`config.mk`:
```
export PLATFORM = sky130hd
export DESIGN_NAME = mat4_loader
export DESIGN_NICKNAME = d
export VERILOG_FILES = /design/src/rtl/mat_pkg.sv /design/src/rtl/mat4_regfile.sv /design/src/rtl/mat4_loader.sv
export SDC_FILE = /design/constraint.sdc
export NUM_CORES = 1
export LEC_CHECK = 0
export BUFFER_PORTS_ARGS = -buffer_cell sky130_fd_sc_hd__buf_2
export CAP_MARGIN = 30
export CORE_MARGIN = 8
export CORE_UTILIZATION = 48
export CTS_CLUSTER_SIZE = 8
export DETAILED_ROUTE_END_ITERATION = 8
export GPL_TIMING_DRIVEN = 0
export PLACE_DENSITY = 0.74
export SKIP_LAST_GASP = 1
export SYNTH_ARGS = -nofsm -noshare
export SYNTH_HDL_FRONTEND = slang
export SYNTH_HIERARCHICAL = 1
export SYNTH_SLANG_ARGS = --single-unit
```
`constraint.sdc`:
```
create_clock -name clk -period 2.9 [get_ports clk]
set_input_delay 0.29 -clock clk [delete_from_list [all_inputs] [get_ports clk]]
set_output_delay 0.29 -clock clk [all_outputs]
set_load 0.03 [all_outputs]
```
`src/rtl/mat_pkg.sv`:
```
// Shared definitions for the 4x4 matrix loader.
//   N_ELEM             : number of elements in one 4x4 matrix
//   DEFAULT_DATA_WIDTH : default element width in bits
//   state_t            : loader state encoding (FILL / PRESENT)
package mat_pkg;

    localparam int N_ELEM             = 16;
    localparam int DEFAULT_DATA_WIDTH = 8;

    typedef enum logic {
        ST_FILL    = 1'b0,
        ST_PRESENT = 1'b1
    } state_t;

endpackage

```
`src/rtl/mat4_regfile.sv`:
```
// 16-entry element store for the matrix loader.
// Every slot is its own register so the whole matrix can be read in
// parallel as one flat vector; slots clear to zero on reset.
// Ports:
//   clk     : clock
//   rst_n   : asynchronous active-low reset, zeroes all slots
//   i_we    : write enable
//   i_addr  : slot index 0..15
//   i_wdata : element to write
//   o_flat  : all slots, slot k at [k*DATA_WIDTH +: DATA_WIDTH]
module mat4_regfile
    import mat_pkg::*;
#(
    parameter int DATA_WIDTH = DEFAULT_DATA_WIDTH
) (
    input  logic                         clk,
    input  logic                         rst_n,
    input  logic                         i_we,
    input  logic [3:0]                   i_addr,
    input  logic [DATA_WIDTH-1:0]        i_wdata,
    output logic [N_ELEM*DATA_WIDTH-1:0] o_flat
);

    genvar gi;
    generate
        for (gi = 0; gi < N_ELEM; gi++) begin : g_slot
            logic [DATA_WIDTH-1:0] r_slot;

            always_ff @(posedge clk or negedge rst_n) begin
                if (!rst_n) begin
                    r_slot <= '0;
                end else if (i_we && (i_addr == 4'(gi))) begin
                    r_slot <= i_wdata;
                end
            end

            assign o_flat[gi*DATA_WIDTH +: DATA_WIDTH] = r_slot;
        end
    endgenerate

endmodule

```
`src/rtl/mat4_loader.sv`:
```
// Collects 16 row-major elements from a valid/ready stream and presents
// them as one flat 4x4 matrix to a downstream consumer.
// Ports:
//   clk       : clock
//   rst_n     : asynchronous active-low reset
//   clear     : abort a partial fill (ignored while presenting)
//   in_valid  : element offered on in_data
//   in_data   : matrix element, row-major
//   in_ready  : loader accepts an element this cycle (high in FILL)
//   mat_valid : complete matrix on mat_data (high in PRESENT)
//   mat_data  : flat matrix, element k at [k*DATA_WIDTH +: DATA_WIDTH]
//   mat_ready : consumer takes the matrix
//   count     : elements currently held, 0..16
module mat4_loader
    import mat_pkg::*;
#(
    parameter int DATA_WIDTH = DEFAULT_DATA_WIDTH
) (
    input  logic                         clk,
    input  logic                         rst_n,
    input  logic                         clear,
    input  logic                         in_valid,
    input  logic [DATA_WIDTH-1:0]        in_data,
    output logic                         in_ready,
    output logic                         mat_valid,
    output logic [N_ELEM*DATA_WIDTH-1:0] mat_data,
    input  logic                         mat_ready,
    output logic [4:0]                   count
);

    state_t     r_state;
    state_t     w_state_next;
    logic [4:0] r_count;
    logic [4:0] w_count_next;
    logic       w_we;

    always_ff @(posedge clk or negedge rst_n) begin
        if (!rst_n) begin
            r_state <= ST_FILL;
            r_count <= '0;
        end else begin
            r_state <= w_state_next;
            r_count <= w_count_next;
        end
    end

    always_comb begin
        w_state_next = r_state;
        w_count_next = r_count;
        w_we         = 1'b0;
        unique case (r_state)
            ST_FILL: begin
                // clear wins over a simultaneous element, even the 16th.
                if (clear) begin
                    w_count_next = '0;
                end else if (in_valid) begin
                    w_we         = 1'b1;
                    w_count_next = r_count + 5'd1;
                    if (r_count == 5'(N_ELEM - 1)) begin
                        w_state_next = ST_PRESENT;
                    end
                end
            end
            ST_PRESENT: begin
                // Only the consumer can retire a presented matrix.
                if (mat_ready) begin
                    w_state_next = ST_FILL;
                    w_count_next = '0;
                end
            end
            default: begin
                w_state_next = ST_FILL;
                w_count_next = '0;
            end
        endcase
    end

    // Slots are overwritten in place by the next fill; no zeroing on transfer.
    mat4_regfile #(
        .DATA_WIDTH (DATA_WIDTH)
    ) u_store (
        .clk     (clk),
        .rst_n   (rst_n),
        .i_we    (w_we),
        .i_addr  (r_count[3:0]),
        .i_wdata (in_data),
        .o_flat  (mat_data)
    );

    assign in_ready  = (r_state == ST_FILL);
    assign mat_valid = (r_state == ST_PRESENT);
    assign count     = r_count;

endmodule
```
# Word-level counts from Yosys, hierarchy flattened
# Cells that the tools add are included.
[word_totals]
ff_bits = 134
elab_cells = 68
output_inout_bits = 135
input_bits = 13
[op_classes]
n_bitwise = 1
reduce_logical = 18
eq_ne = 18
mux = 12
addsub = 1
[ops]
columns = ["cell", "n"]
rows = [
  ["4-bit equality test (second input constant)", 8],
  ["4-bit by 3-bit equality test with 1-bit output (second input constant)", 4],
  ["1-bit logical AND", 16],
  ["5-bit two-way mux", 3],
  ["5-bit one-hot mux with 2 select lines", 1],
  ["4-bit by 2-bit equality test with 1-bit output (second input constant)", 2],
  ["1-bit two-way mux", 7],
  ["5-bit by 1-bit adder with 5-bit output (second input constant)", 1],
  ["5-bit by 4-bit equality test with 1-bit output (second input constant)", 1],
  ["4-bit by 1-bit equality test with 1-bit output (second input constant)", 1],
  ["4-bit logical NOT", 1],
  ["3-bit inequality test (second input constant)", 1],
  ["2-bit inequality test (second input constant)", 1],
  ["1-bit one-hot mux with 2 select lines", 1],
  ["2-bit AND reduction", 1],
  ["1-bit NOT", 1],
]

# Logic depth before layout (Yosys ltp)
[logic_depth]
ltp_word = 5
depth_mapped = 6
ltp_nobuf = 5

# Modules after synthesis
# The synthesis kept the hierarchy.
[by_module_without_submodules]
columns = ["module", "area_each_um2", "seq_area_each_um2", "instances", "cells_each"]
rows = [
  ["mat4_regfile", 4943.5, 3203.1, 1, 294],
  ["mat4_loader", 344.1, 150.1, 1, 33],
]

# Least setup slack after synthesis
# OpenSTA, ideal clock, no wires.
[synth_timing]
kind = "flip-flop to flip-flop"
startpoint = "register r_state (netlist: mat_valid)"
endpoint = "register u_store.g_slot[3].r_slot[3]"
setup_slack_ns = 0.960
path_stages_with_launch = 7
path_buffers = 1
setup_ns = 0.125
t_arrival_ns = 1.815
synth_period_minus_slack_ns = 1.940
t_required_ns = 2.775
path_cell_list = "dfrtp_1 > nor2_1 > and2_4 > nor3b_4 > nor2b_1 > buf_2 > mux2_2"
[synth_via]
elab_chain_cells = 2
[synth_rtl]
columns = ["item", "line_no", "rtl"]
rows = [
  ["start, declared", "mat4_loader.sv:31", "state_t r_state;"],
  ["start signal, assigned", "mat4_loader.sv:42", "r_state <= w_state_next;"],
  ["1-bit two-way mux", "mat4_loader.sv:51", "unique case (r_state)"],
  ["via w_we", "mat4_loader.sv:35", "logic w_we;"],
  ["1-bit logical AND", "mat4_regfile.sv:32", "end else if (i_we && (i_addr == 4'(gi))) begin"],
  ["end signal, assigned", "mat4_regfile.sv:33", "r_slot <= i_wdata;"],
  ["end, declared", "mat4_regfile.sv:27", "logic [DATA_WIDTH-1:0] r_slot;"],
]
# The timed path passes the listed nets, and every way through them passes these cells.
# A chain may end at the register's enable or synchronous reset.

# Final worst setup path
[layout_timing]
startpoint = "register r_state (netlist: mat_valid)"
endpoint = "register u_store.g_slot[3].r_slot[5]"
# Same word-level chain as after synthesis.

==> key figures <==
Outcome
  – Status: complete, no violations

GRT
  – Number of global-route vias before repair: 3,614
  – Largest net degree at the start of global routing: 72
  – Initial antenna violation count: 0
  – Total grt overflow: 0
  – First-pass GRT wire length: 20,400 um
  – Gr usage total: 18.3%

Floorplanning
  – Die Wd: 121 um
  – Starting Density: 49.0%
  – Die Y: 121 um
  – # rows: 38
  – I/O pin total: 148
  – Core Region: 10,800 um^2
  – Die area: 14,600 um^2

Clocking
  – Reg clk slew, reported paths: 60 ps
  – Clk root buf: clkbuf_8
  – TritonCTS clock tree: built
  – Post-CTS resize count: 0
  – Setup Buffers After CTS: 0
  – TritonCTS Buffers: 17
  – CTS H-tree lvls: 4
  – CTS max path bufs: 2
  – CTS sink cnt: 134
  – Clk Latency, worst-skew pair: 510 ps

Power
  – Power per cell area: 738 nW/um^2
  – Leakage dissipation: 3.78 nW
  – Design Power: 5.03 mW
  – Worst vdd ir: 401 uV

Yosys
  – Avg Cell Area, Syn: 16.2 um^2
  – Total number of yosys warnings: 6
  – Netlist cell types: 31
  – Synth Register Bits: 134
  – Mapped cell area: 5290 um^2
  – Cells after Synth: 327
  – Syn_nets: 342
  – Post-synthesis sequential area ratio: 63.4%

STA
  – Final Hold Vio Count: 0
  – Clock skew: 5.75 ps
  – Worst slew pin tran: 734 ps
  – Sum Neg Setup Slack: 0 ps
  – Final setup viols: 0
  – Post-layout min period: 2060 ps
  – Setup ws final: 838 ps
  – Final period utilization: 71.1%
  – Max frequency: 485 MHz
  – Slew margin rel.: 51.1%
  – RSZ-0062 raised after global routing: no
  – Slew Limit Fails: 0

Place
  – I/O Buffers: 146
  – DP Worst Slack: 847 ps
  – Post-DP HPWL: 9130 um
  – Cell total after placement: 614
  – Gpl congestion: 0.780

Route
  – Drt wl/cell: 19.8 um
  – Initial drt markers: 162
  – Drt pass-1 iters: 4
  – DR vias/cell: 5.06
  – Antenna-violating nets left: 0
  – Via Count: 3,280
  – Residual DRC: 0
  – Drt total wl: 12,900 um

Critical path
  – CP delay by family, top: simple AND/OR/NAND/NOR gates
  – Crit path cell chain: nor2_1 -> and2_4 -> nor3b_4 -> nor2b_1 -> buf_2 -> mux2_2
  – Setup crit start kind: flip-flop
  – Crit-path slowest cell: dfrtp_1
  – WP data required: 3290 ps
  – CP peak stage delay: 450 ps
  – Crit path DAT: 2450 ps
  – Worst reg2reg setup slack: 840 ps
  – Peak fanout along the critical path: 8
  – Crit end category: flip-flop
  – Worst path buffer plus inverter count: 1
  – Type of the worst setup path: flip-flop to flip-flop

Final layout
  – Synth-to-layout area growth: 28.9%
  – Fillers: 834
  – Most common cell after layout, fill and taps aside: buf_2
  – N_diodes: 0
  – Commonest cells after routing, fill and taps aside: buf_2, dfrtp_1, mux2_2
  – Share of cells above drive strength 1: 64.0%
  – Finished Layout Cells: 648
  – # nets final: 510

Min path
  – HP Class: primary input to flip-flop

Job
  – Max cap viols: 0
## cell families (layout without fill, tap and decap cells)
logic type      Yosys count  after routing  synth area share [%]
xor+xnor                  3              3                 0.497
compound gates            6              6                 0.757
simple gates             35             35                  4.92
buf+inv                  17            198                  1.73
fa+ha+maj                 2              2                 0.473
flops                   134            134                  63.4
mux                     130            130                  28.2
## repair_timing
action | 4_1_cts | 5_1_grt
endpoints found under the setup margin | 0 | 0
endpoints found under the hold margin | 66 | 0
hold buffers | 2 | 0
## worst paths after layout
kind | startpoint | endpoint | depth (start not counted)
worst max-delay path | mat_valid | u_store/g_slot[3].r_slot[5] | 6
worst min-delay path | in_data[6] | u_store/g_slot[13].r_slot[6] | 2
worst max register to register | mat_valid | u_store/g_slot[3].r_slot[5] | 6
worst min register to register | u_store/g_slot[8].r_slot[4] | u_store/g_slot[8].r_slot[4] | 1
max in group asynchronous | rst_n | u_store/g_slot[5].r_slot[4] | 3
min in group asynchronous | rst_n | mat_valid | 2
## sequential cells by signal, summed over array words and instances, names as in the netlist
name and flops:
count 5, mat_valid 1, u_store/g_slot.r_slot 128
## synth_stat cells
master,count,area (um^2)
nand2b_1,2,12.5
mux2_2,115,1290
a22o_1,1,8.76
nor2b_1,1,6.26
ha_1,2,25.0
nand4_2,1,12.5
and3_1,1,6.26
or3_1,3,18.8
nor2_1,2,7.51
nor3b_4,1,18.8
dfrtp_1,134,3350
nand3b_2,2,22.5
o22ai_1,3,18.8
nor2_2,9,56.3
clkbuf_1,8,30.0
mux2_1,5,56.3
buf_6,3,33.8
xor2_1,2,17.5
o21ai_1,1,5.00
nand3b_4,2,40.0
and2b_1,1,7.51
inv_1,2,7.51
a21o_1,1,7.51
mux2_4,8,120
or2_1,1,6.26
buf_2,4,20.0
mux2i_1,2,20.0
nand2_1,7,26.3
nand3_2,1,10.0
and2_4,1,8.76
xnor2_1,1,8.76
## metal layers
| layer | part of all wire [%] | vias up | wire (um) | track usage, % |
|---|---|---|---|---|
| met2 | 50 | 108 | 6390 | 29.4 |
| met3 | 8.5 | 6 | 1100 | 8.10 |
| met1 | 42 | 1670 | 5340 | 21.8 |
| met5 | 0 | - | 0 | 0 |
| met4 | 0.30 | 0 | 39 | 5.15 |
| li1 | - | 1496 | - | - |
## cell type report
class | count | area [um^2] | area share [%]
Tap cell | 140 | 175 | 2.57
Timing Repair Buffer | 149 | 785 | 11.5
Clock inverter | 10 | 95.1 | 1.40
Clock buffer | 22 | 473 | 6.94
Sequential cell | 134 | 3350 | 49.2
Multi-Input combinational cell | 176 | 1840 | 27.0
Inverter | 2 | 7.51 | 0.110
Buffer | 15 | 83.8 | 1.23
## metrics by stage
step,util [%],instance area [um^2],hold slack [ps]
3_5_place_dp,57.7,6230,310
5_1_grt,63.1,6820,75.8
3_3_place_gp,57.4,6190,464
4_1_cts,63.1,6820,51.9
6_report,63.1,6820,79.3
2_1_floorplan,-,5290,-5.59
## power breakdown
group | switching, mW | leakage [nW] | internal (mW)
Clock | 0.779 | 0.266 | 1.23
Combinational | 0.583 | 1.70 | 0.282
Sequential | 0.104 | 1.81 | 2.05
(Power assumes the default switching activity.)
